### config.mk
export PLATFORM = sky130hd
export DESIGN_NAME = memwb_reg
export DESIGN_NICKNAME = d
export VERILOG_FILES = /design/src/rtl/memwb_reg_pkg.sv /design/src/rtl/memwb_reg.sv
export SDC_FILE = /design/constraint.sdc
export NUM_CORES = 1
export LEC_CHECK = 0
export CAP_MARGIN = 20
export CORE_AREA = 2 2 174 176
export DETAILED_ROUTE_END_ITERATION = 7
export DIE_AREA = 0 0 176 178
export PLACE_DENSITY = 0.71
export SLEW_MARGIN = 10
export SYNTH_ARGS = -nofsm -noshare
export SYNTH_HDL_FRONTEND = slang
export SYNTH_SLANG_ARGS = --single-unit
### constraint.sdc
create_clock -name cpu_clk_50M -period 3.42 [get_ports cpu_clk_50M]
set_clock_uncertainty 0.1 [all_clocks]
set_input_delay 0.513 -clock cpu_clk_50M [delete_from_list [all_inputs] [get_ports cpu_clk_50M]]
set_output_delay 0.513 -clock cpu_clk_50M [all_outputs]
set_load 0.02 [all_outputs]
### src/rtl/memwb_reg_pkg.sv
// Shared widths, reset constants and the MEM/WB field bundle for the memwb_reg pipeline register.
package memwb_reg_pkg;

  localparam int ALUOP_BUS      = 8;
  localparam int REG_ADDR_BUS   = 5;
  localparam int REG_BUS        = 32;
  localparam int DATA_BUS       = 32;
  localparam int INST_ADDR_BUS  = 32;
  localparam int DOUBLE_REG_BUS = 64;
  localparam int DATA_WE_BUS    = 4;

  localparam logic [INST_ADDR_BUS-1:0] PC_INIT   = 32'hBFC0_0000;
  localparam logic [REG_BUS-1:0]       ZERO_WORD = 32'h0000_0000;

  typedef struct packed {
    logic [ALUOP_BUS-1:0]      aluop;
    logic [REG_ADDR_BUS-1:0]   wa;
    logic                      wreg;
    logic                      whilo;
    logic                      mreg;
    logic [REG_BUS-1:0]        dreg;
    logic [DOUBLE_REG_BUS-1:0] dhilo;
    logic [DATA_WE_BUS-1:0]    dre;
    logic [INST_ADDR_BUS-1:0]  pc;
    logic                      cp0_we;
    logic [REG_ADDR_BUS-1:0]   cp0_waddr;
    logic [REG_BUS-1:0]        cp0_wdata;
    logic                      valid;
  } wb_fields_t;

  // A bubble writes nothing: every enable is zero and the pc parks at the reset vector.
  function automatic wb_fields_t bubble_fields();
    wb_fields_t f;
    f    = '0;
    f.pc = PC_INIT;
    return f;
  endfunction

endpackage

### src/rtl/memwb_reg.sv
// MEM/WB pipeline register with stall/flush handling and an optional data-SRAM word hold path.
// Define MEMWB_DM_HOLD_EN to build the fresh/dm_hold logic; otherwise dm_o passes dm_i straight through.
module memwb_reg
  import memwb_reg_pkg::*;
(
  input  logic                      cpu_clk_50M,
  input  logic                      cpu_rst,
  input  logic [ALUOP_BUS-1:0]      mem_aluop,
  input  logic [REG_ADDR_BUS-1:0]   mem_wa,
  input  logic                      mem_wreg,
  input  logic                      mem_whilo,
  input  logic                      mem_mreg,
  input  logic [REG_BUS-1:0]        mem_dreg,
  input  logic [DOUBLE_REG_BUS-1:0] mem_dhilo,
  input  logic [DATA_WE_BUS-1:0]    mem_dre,
  input  logic [INST_ADDR_BUS-1:0]  mem_pc,
  input  logic                      mem_cp0_we,
  input  logic [REG_ADDR_BUS-1:0]   mem_cp0_waddr,
  input  logic [REG_BUS-1:0]        mem_cp0_wdata,
  input  logic                      stall_mem,
  input  logic                      stall_wb,
  input  logic                      flush,
  input  logic [DATA_BUS-1:0]       dm_i,
  output logic [ALUOP_BUS-1:0]      wb_aluop,
  output logic [REG_ADDR_BUS-1:0]   wb_wa,
  output logic                      wb_wreg,
  output logic                      wb_whilo,
  output logic                      wb_mreg,
  output logic [REG_BUS-1:0]        wb_dreg,
  output logic [DOUBLE_REG_BUS-1:0] wb_dhilo,
  output logic [DATA_WE_BUS-1:0]    wb_dre,
  output logic [INST_ADDR_BUS-1:0]  wb_pc,
  output logic                      wb_cp0_we,
  output logic [REG_ADDR_BUS-1:0]   wb_cp0_waddr,
  output logic [REG_BUS-1:0]        wb_cp0_wdata,
  output logic                      wb_valid,
  output logic [DATA_BUS-1:0]       dm_o
);

  wb_fields_t wb_q;
  wb_fields_t next_q;
  wb_fields_t mem_fields;
  logic       load_new;

  always_comb begin
    mem_fields           = '0;
    mem_fields.aluop     = mem_aluop;
    mem_fields.wa        = mem_wa;
    mem_fields.wreg      = mem_wreg;
    mem_fields.whilo     = mem_whilo;
    mem_fields.mreg      = mem_mreg;
    mem_fields.dreg      = mem_dreg;
    mem_fields.dhilo     = mem_dhilo;
    mem_fields.dre       = mem_dre;
    mem_fields.pc        = mem_pc;
    mem_fields.cp0_we    = mem_cp0_we;
    mem_fields.cp0_waddr = mem_cp0_waddr;
    mem_fields.cp0_wdata = mem_cp0_wdata;
    mem_fields.valid     = 1'b1;
  end

  // Flush beats a WB hold (an exception kills a held instruction); a WB hold beats a MEM bubble.
  always_comb begin
    next_q   = wb_q;
    load_new = 1'b0;
    if (flush) begin
      next_q = bubble_fields();
    end else if (stall_wb) begin
      next_q = wb_q;
    end else if (stall_mem) begin
      next_q = bubble_fields();
    end else begin
      next_q   = mem_fields;
      load_new = 1'b1;
    end
  end

  always_ff @(posedge cpu_clk_50M) begin
    if (cpu_rst) begin
      wb_q <= bubble_fields();
    end else begin
      wb_q <= next_q;
    end
  end

  assign wb_aluop     = wb_q.aluop;
  assign wb_wa        = wb_q.wa;
  assign wb_wreg      = wb_q.wreg;
  assign wb_whilo     = wb_q.whilo;
  assign wb_mreg      = wb_q.mreg;
  assign wb_dreg      = wb_q.dreg;
  assign wb_dhilo     = wb_q.dhilo;
  assign wb_dre       = wb_q.dre;
  assign wb_pc        = wb_q.pc;
  assign wb_cp0_we    = wb_q.cp0_we;
  assign wb_cp0_waddr = wb_q.cp0_waddr;
  assign wb_cp0_wdata = wb_q.cp0_wdata;
  assign wb_valid     = wb_q.valid;

`ifdef MEMWB_DM_HOLD_EN
  // The SRAM word is only valid in a load's first WB cycle; capture it then so stalls can't lose it.
  logic                fresh;
  logic [DATA_BUS-1:0] dm_hold;

  always_ff @(posedge cpu_clk_50M) begin
    if (cpu_rst) begin
      fresh   <= 1'b0;
      dm_hold <= ZERO_WORD;
    end else begin
      fresh <= load_new;
      if (fresh) begin
        dm_hold <= dm_i;
      end
    end
  end

  assign dm_o = fresh ? dm_i : dm_hold;
`else
  assign dm_o = dm_i;
`endif

endmodule
# After elaboration in Yosys (flattened, before gate mapping)
# Cells that the tools add are included.
word_totals:
  register_bits: 187
  out_inout_bits: 219
op_classes:
  mux: 1
  reduce_logical: 1
ops:
  columns: ["cell", "n"]
  rows:
  - ["$mux 187", 1]
  - ["$reduce_or 2->1", 1]

# Logic depth before layout (Yosys ltp)
# Gate-level depths: netlist of run 1.
depth:
  depth_word: 1
  ltp_mapped: 5

# Worst setup path before layout of run 1
# Ideal clock, no wire load.
synth_timing:
  path_type: "input -> register"
  start: "input flush"
  end: "register wb_q (netlist bit wb_aluop[0])"
  setup_time_ps: 70
  arrival_time_ps: 1334
  required_ps: 3250
  path_slack_ps: 1916
  stages: 5
  path_buffers: 3
  cell_sequence: "or2_2 buf_2 buf_4 buf_2 a21oi_1"
synth_via:
  elab_chain_len: 1
synth_rtl:
  columns: ["item", "line_no", "text"]
  rows:
  - ["start, declared", "memwb_reg.sv:22", "input logic flush,"]
  - ["$reduce_or 2->1 (no line)", null, null]
  - ["end signal, assigned", "memwb_reg.sv:80", "wb_q <= bubble_fields();"]
  - ["end signal, assigned", "memwb_reg.sv:82", "wb_q <= next_q;"]
  - ["end, declared", "memwb_reg.sv:40", "wb_fields_t wb_q;"]
# Every way passes these cells.
# A chain may end at the register's enable or synchronous reset.

# Worst setup path in the final report of run 1
layout_timing:
  start: "register wb_q (netlist bit wb_dreg[22])"
  end: "output wb_dreg[22]"
layout_lines:
  columns: ["item", "line_no", "text"]
  rows:
  - ["end, declared", "memwb_reg.sv:29", "output logic [REG_BUS-1:0] wb_dreg,"]
# No word-level cell between the ends.

==> results, run 1 <==
- The number of enable-type register cells in the synthesized netlist is 0.
- Traced cell by cell, the critical path runs through clkdlybuf4s50_1.
- Ranked by total cell area, the synthesized netlist is headed by sky130_fd_sc_hd__dfxtp_1 (49%), sky130_fd_sc_hd__or3b_1 (17%), sky130_fd_sc_hd__a21oi_1 (12%).
- The post-synthesis instance area is 7660 sq um.
- During placement, the flow inserted port buffers numbering 377.
- After clock tree synthesis, the clock-pin slew on the worst setup and hold paths is 0.07 ns.
- The part of the total power dissipated in the clock network is 43.9%.
- The cell with the biggest individual delay on the critical path is sky130_fd_sc_hd__clkdlybuf4s50_1.
- The root buffer cell chosen for the clock tree is sky130_fd_sc_hd__clkbuf_16.
- The overall die area is 31300 sq um.
- Per report_power, the combinational group accounts for 12.2% of the total.
- 442 I/O pins were placed.
- The per-instance average area after synthesis is 8.87 sq um.
- The core outline area is 29400 sq um.
- The number of failing hold endpoints at the final stage is 0.
- The initial antenna violation count was 0.
- TritonCTS built the clock tree.
- Counting both buffers and inverters, the worst setup path holds a total of 1.
- The number of global-route vias before repair is 6759.
- The register cell area after layout is 3740 sq um.
- Internal power comes to 3910 uW.
- The worst setup path is launched from a flip-flop.
- The die is 178 microns tall.
- The maximum number of pins on one net before global-route repair is 153.
- In the global route stage, overall resource usage came out at 14.8%.
- The number of nets produced by synthesis is 1086.
- VDD sags by at most 0.300 mV.
- The initial utilization of the core area, before any placement, comes to 26.0%.
- The post-synthesis cell type with the largest combined area is sky130_fd_sc_hd__dfxtp_1.
- Cells with a size suffix above 1 make up 6.91% of the layout.
- The total of max-cap violations is 0.
- The number of buffers created by CTS is 17.
- The count of warnings emitted by yosys is 0.
- The first detailed-routing pass took 4 iterations.
- The number of antenna diodes in the final layout is 0.
- Summed over all nets, the switching power comes to 1200 uW.
- The count of distinct cell types in the synthesized netlist is 15.
- After routing, the total negative slack on setup checks comes to 0 ns.
- The clock tree synthesis step divided the H-tree into 4 levels.
- The commonest cells after synthesis are sky130_fd_sc_hd__dfxtp_1 (187), sky130_fd_sc_hd__a21oi_1 (178), sky130_fd_sc_hd__nand2_1 (178).
- In the final routed layout, each cell accounts on average for 15.4 microns.
- In this run the biggest area consumer among cell types represents 48.9% of the synthesized area.
- In the synthesized netlist the dominant register cell turns out to be sky130_fd_sc_hd__dfxtp_1.
- After routing the design area is 12100 sq um.
- Detailed placement finished with a half-perimeter wire length of 16800 microns.
- Compared with the post-synthesis result, the final layout area differs by 58.1%.
- The count of state elements after synthesis is 187.
- The remaining global-route overflow is 0.
- The largest fanout on the critical path is 2.
- For this run, the share of the core covered by cells in the final layout is 41.2%.
- The multi-input combinational cells in the finished layout cover a total of 3270 sq um.
- The actual transition at the worst max-transition pin is 0.850 ns.
- The global-route wire length before repair is 36700 microns.
- The later pin in the worst-skew pair is clocked with a latency of 0.43 ns.
- Global routing consumed, on the met3 layer, 5.73% of the routing resources.
- The critical path class is reg -> out.
- For the finished layout, the period the worst path requires is 2.06 ns.
- The switching power share of the total is 23.5%.
- Post-CTS repair changed the size of 0 cells.
- The max-slew violation total from the final report is 0.
- The routed layout has 7065 vias.
- The kind of cell with the highest combined delay along the critical path is buffers and inverters.
- After clock tree synthesis, the setup repair step added 0 buffers.
- The largest single stage delay on the critical path is 0.66 ns.
- The arrival time of the worst setup path is 1.45 ns.
- sky130_fd_sc_hd__dfxtp_1 is the most common cell in the netlist.
- The layer flagged by global routing as most heavily used is met2.
- The global-route track usage on met1 is 17.3%.
- Setup repair after global routing left no endpoint under its margin.
- Counting the fill cells in the layout gives 2873.
- Once detail routing completed, the nets flagged for antenna violations numbered 0.
- The run finished with clean final reports.
- The post-route total power is 5110 uW.
- The longest clock path from root to sink contains 2 buffers.
- The reported leakage power is 0.00404 uW.
- Row generation in the floorplan step produced 63 rows.
- The headroom to the max-slew limit is 43.3%.
- For this design the ratio of total power to cell area is 422 nW/um^2.
- The routed via count divided by cell count is 4.52.
- The instance count of the mapped netlist is 863.
- Based on the critical path, the design can be clocked at up to 485 MHz.
- The weighted congestion reported at the end of routability-driven placement is 0.743.
- STA puts the critical path data required time at 2.81 ns.
- The total routed wirelength is 24000 microns.
- The number of hold buffers added after CTS was 0.
- CTS saw 187 sinks.
- STA classifies the critical path endpoint as an output pin.
- Sequential cells were found to cover 48.9% of the synthesized design area.
- Summing all placed instances gives a cell area of 11400 sq um.
- The post-route fraction of the period consumed by the critical path is 60.3%.
- The met2 routing resource usage after global routing is 24.2%.
- Setup violations remaining at the end of the flow were counted as 0.
- In the final design database the tool counted 1383 nets.
- The die is 176 microns wide.
- In this run the worst hold path is classified as reg -> reg.
- Hold timing on the final database bottoms out at a slack of 0.360 ns.
- Sequential cells burn 43.9% of the power.
- The count of routing violations after the opening detailed-route iteration is 245.
- The DRC violation count after routing is 0.
- In the synthesized netlist the async set-or-reset flop fraction comes to 0%.
routing by layer:
metal | routed length [microns] | vias up
met2 | 11400 | 256
met1 | 9840 | 3250
met4 | 766 | 0
li1 | - | 3512
met5 | 0 | -
met3 | 2040 | 47
power groups by stage:
stage               sequential [uW]  combinational, uW  clock, uW
finish                         2240                623       2240
global route                   2250                673       2410
CTS                            2240                630       2330
detailed placement             2290                627          0
global placement               2290                621          0
floorplan                      2350                278          0
area by class of cell:
type / count / share of cell area (%)
multi-input cells: 563 / 27.1
flip-flops and latches: 187 / 30.9
clock inverters: 13 / 1.75
repair buffers: 391 / 32.6
well taps: 390 / 4.03
clock buffers: 19 / 3.66
final timing paths:
path	end	start	slack (ns)	cells past startpoint
max	wb_dreg[22]	wb_dreg[22]	1.36	1
min	wb_dreg[24]	wb_dreg[24]	0.36	2
max reg2reg	wb_pc[29]	wb_pc[29]	2.65	2
min reg2reg	wb_dreg[24]	wb_dreg[24]	0.36	2
layout by cell type (no fill, tap or decap):
cell type / netlist / layout
sky130_fd_sc_hd__clkinv_2: 0 / 2
sky130_fd_sc_hd__clkbuf_16: 0 / 17
sky130_fd_sc_hd__clkinv_4: 0 / 2
sky130_fd_sc_hd__o21ai_0: 9 / 9
sky130_fd_sc_hd__inv_6: 0 / 3
sky130_fd_sc_hd__dfxtp_1: 187 / 187
sky130_fd_sc_hd__a21oi_1: 178 / 178
sky130_fd_sc_hd__nor2b_1: 9 / 9
sky130_fd_sc_hd__nor2_1: 1 / 1
sky130_fd_sc_hd__or3b_2: 32 / 32
sky130_fd_sc_hd__nand2_1: 178 / 178
sky130_fd_sc_hd__nor3_1: 9 / 9
sky130_fd_sc_hd__or2_4: 0 / 1
sky130_fd_sc_hd__buf_12: 0 / 5
sky130_fd_sc_hd__clkinvlp_4: 0 / 1
sky130_fd_sc_hd__bufinv_16: 0 / 5
sky130_fd_sc_hd__or3b_1: 145 / 145
sky130_fd_sc_hd__clkdlybuf4s50_1: 0 / 375
sky130_fd_sc_hd__buf_4: 33 / 10
sky130_fd_sc_hd__or2_2: 2 / 1
sky130_fd_sc_hd__clkbuf_8: 0 / 2
sky130_fd_sc_hd__clkbuf_1: 26 / 1
cells by family after synthesis:
logic type	Yosys count	share of synthesized area (%)
and+or+nand+nor	376	30.5
AOI/OAI and AO/OA	187	12.2
buffers and inverters	113	8.37
DFF	187	48.9
state kept, by name (all words and copies together), names as in the netlist:
name	cells
wb_whilo	1
wb_cp0_we	1
wb_dreg	32
wb_cp0_wdata	32
wb_pc	32
wb_wreg	1
wb_aluop	8
wb_valid	1
wb_dhilo	64
wb_dre	4
wb_mreg	1
wb_cp0_waddr	5
wb_wa	5
per-stage QoR:
step | std cells | setup slack [ns]
2_1_floorplan | 863 | 1.92
3_3_place_gp | 1531 | 1.30
3_5_place_dp | 1531 | 1.31
4_1_cts | 1563 | 1.32
5_1_grt | 1563 | 1.28
6_report | 1563 | 1.36
Note: power is estimated with default switching activity, not from simulation.
==> run 2: changes to the inputs <==
Settings changed: CORE_AREA 2 2 174 176 to 2 2 173 175, DIE_AREA 0 0 176 178 to 0 0 175 177.
Clock period 3.42 ns to 2 ns, I/O delays scaled along.
==> run 2 against run 1 <==
  * Sequential cell count unchanged
  * Clock-buffer cell count unchanged
  * Power increased by 66%
  * First-iteration DRC count increased by 1.6%
  * Sequential power increased by 71%
  * Sequential share of layout area decreased by 0.27 points
  * Critical path type unchanged
==> results, run 2 (synthesized netlist as in run 1, its figures left out) <==
- The flow ran to the end, and the final reports show no timing, DRC or antenna violations.
- The critical path depth is 1.
- Once the clock tree was built, the setup fixing pass inserted 0 buffers.
- Timing would allow up to 541 MHz.
- The largest voltage drop on the vdd net is 0.515 mV.
- The DRC violation count after routing is 0.
- The number of ports placed on the die boundary is 442.
- The library cells used most frequently in the layout, excluding fill and tap cells, are sky130_fd_sc_hd__clkdlybuf4s50_1 (375), sky130_fd_sc_hd__dfxtp_1 (187), sky130_fd_sc_hd__nand2_1 (178), sky130_fd_sc_hd__a21oi_1 (178), sky130_fd_sc_hd__or3b_1 (145).
- The max-slew violation total from the final report is 0.
- The aggregate global-route resource usage is 15.2%.
- Along the worst path, the maximum fanout reaches 2.
- The finished cells cover 12200 sq um.
- The starting density of the core is 26.2%.
- The horizontal die dimension is 175 microns.
- The layout net count is 1396.
- The buffer levels on the longest clock path is 2.
- Together, buffers and inverters on the worst path number 1.
- The number of inserted diodes is 0.
- The critical path capture point type is an output pin.
- The count of endpoints failing setup in the final report is 0.
- In this run, CTS created clock tree buffers numbering 17.
- Dividing the final minimum period by the clock period gives 92.4%.
- The weighted congestion reported at the end of routability-driven placement is 0.774.
- Setup repair after global routing left no endpoint under its margin.
- The floorplan step defined a die boundary enclosing 31000 sq um.
- Along the worst hold path, the cell count comes to 3.
- The half-perimeter wire length after placement is 17300 microns.
- The H-tree was split into 4 levels.
- The post-route netlist has 7.93% of its cells at a drive strength greater than 1.
- During placement, the flow inserted port buffers numbering 377.
- For the worst setup path, the data arrival time is 1.45 ns.
- The actual transition at the worst max-transition pin is 0.641 ns.
- The core outline area is 29200 sq um.
- On the worst path, the slowest cell contributes a delay of 0.69 ns.
- The routed via count divided by cell count is 4.44.
- On the critical path, the stage with the largest delay is an instance of sky130_fd_sc_hd__clkdlybuf4s50_1.
- The total of max-cap violations is 0.
- In this run the static leakage power is 0.00410 uW.
- TritonCTS built the clock tree.
- Compared with the post-synthesis result, the final layout area differs by 59.5%.
- The number of gates resized after cts is 0.
- The tree is rooted in a sky130_fd_sc_hd__clkbuf_16.
- The headroom to the max-slew limit is 57.3%.
- The total routed wirelength is 24300 microns.
- Entering global routing, the biggest net connects 114 pins.
- For the worst flop-to-flop path, the logic depth is 2.
- The flip-flop count of the largest register after layout is 64.
- Adding up every negative setup slack in the final design gives 0 ns.
- The global-route wire length before repair is 36800 microns.
- The number of global-route vias before repair is 6688.
- The clock sink total is 187.
- Detailed routing inserted a total of 6997 vias.
- After detailed routing, the average wire length per cell comes to 15.4 microns.
- The clock transition at the registers of the reported paths is 0.08 ns.
- In this run the core area contains 63 standard-cell rows.
- The floorplan step set the die height to 177 microns.
- The number of antenna-violating nets in the routed design is 0.
- Data on the critical path is required at its endpoint by 1.60 ns.
- The time the final worst path needs with I/O delays and setup is 1.85 ns.
- The element type at the critical path start is a flip-flop.
- Overall power consumption after layout is estimated at 8470 uW.
- The post-placement cell area is 11600 sq um.
- The setup slack of the critical path after layout is 0.153 ns.
- The first routing iteration left 249 violations.
- The path class of the lowest-slack min-delay path is in -> reg.
- The worst setup slack after placement is 0.304 ns.
- The worst setup path is of the reg -> out kind.
- Leaving out fill and tap cells, the most frequent cell in the layout is sky130_fd_sc_hd__clkdlybuf4s50_1.
- The remaining global-route overflow is 0.
- The cell class contributing the biggest share of worst-path delay is buffers and inverters.
- For this run, the detailed router's first-pass iteration total came to 4.
- The areal power density over the cells is 693 nW/um^2.
- The number of failing hold endpoints at the final stage was 0.
- Clock latency on the worst-skew pair, taken at its later pin, is 0.43 ns.
- Buffers inserted to repair hold after CTS numbered 0.
- The signal on the critical path passes through clkdlybuf4s50_1.
- The initial antenna violation count is 0.
-- run 2: changes by cell type in the layout (fill, tap and decap cells not counted), sizes merged --
| cell | before | now |
|---|---|---|
| buf | 15 | 29 |
| bufinv | 5 | 2 |
| clkbuf | 20 | 19 |
| clkinvlp | 1 | 3 |
| clkinv | 4 | 3 |
| inv | 3 | 5 |
-- run 2: final timing paths --
path / from / endpoint / slack [ns]
worst max-delay path: wb_pc[8] / wb_pc[8] / 0.15
worst min-delay path: stall_wb / wb_wa[4] / 0.26
worst max register to register: wb_pc[25] / wb_pc[25] / 1.25
worst min register to register: wb_aluop[5] / wb_aluop[5] / 0.35
-- run 2: worst register-to-register path: stages, from the launching register on --
cell and delay, ns:
sky130_fd_sc_hd__dfxtp_1 0.32, sky130_fd_sc_hd__nor2b_1 0.12, sky130_fd_sc_hd__o21ai_0 0.10
-- run 2: per-layer routing --
metal,global-route usage [%],up-vias,routed length (microns)
met5,0,-,0
met4,7.36,0,803
met3,6.55,39,2160
met2,24.5,256,11500
met1,17.3,3155,9910
li1,-,3547,-
-- run 2: cell type report --
| cell class | count | area (sq um) |
|---|---|---|
| clock buffers | 19 | 443 |
| clock inverters | 13 | 158 |
| fillers | 2876 | 17000 |
| multi-input cells | 563 | 3270 |
| flip-flops and latches | 187 | 3740 |
| well taps | 390 | 488 |
| repair buffers | 404 | 4100 |
-- run 2: where the power goes --
| part | internal, uW | switching [uW] | leakage, uW |
|---|---|---|---|
| combinational | 645 | 460 | 0.00230 |
| clock | 1910 | 1610 | 0.000285 |
| sequential | 3800 | 38.8 | 0.00152 |
-- run 2: metrics by stage --
step / hold slack [ns] / util [%] / std cells
2_1_floorplan: 0.363 / - / 863
3_3_place_gp: 0.341 / 39.7 / 1544
3_5_place_dp: 0.351 / 39.7 / 1544
4_1_cts: 0.245 / 41.8 / 1576
5_1_grt: 0.276 / 41.8 / 1576
6_report: 0.255 / 41.8 / 1576
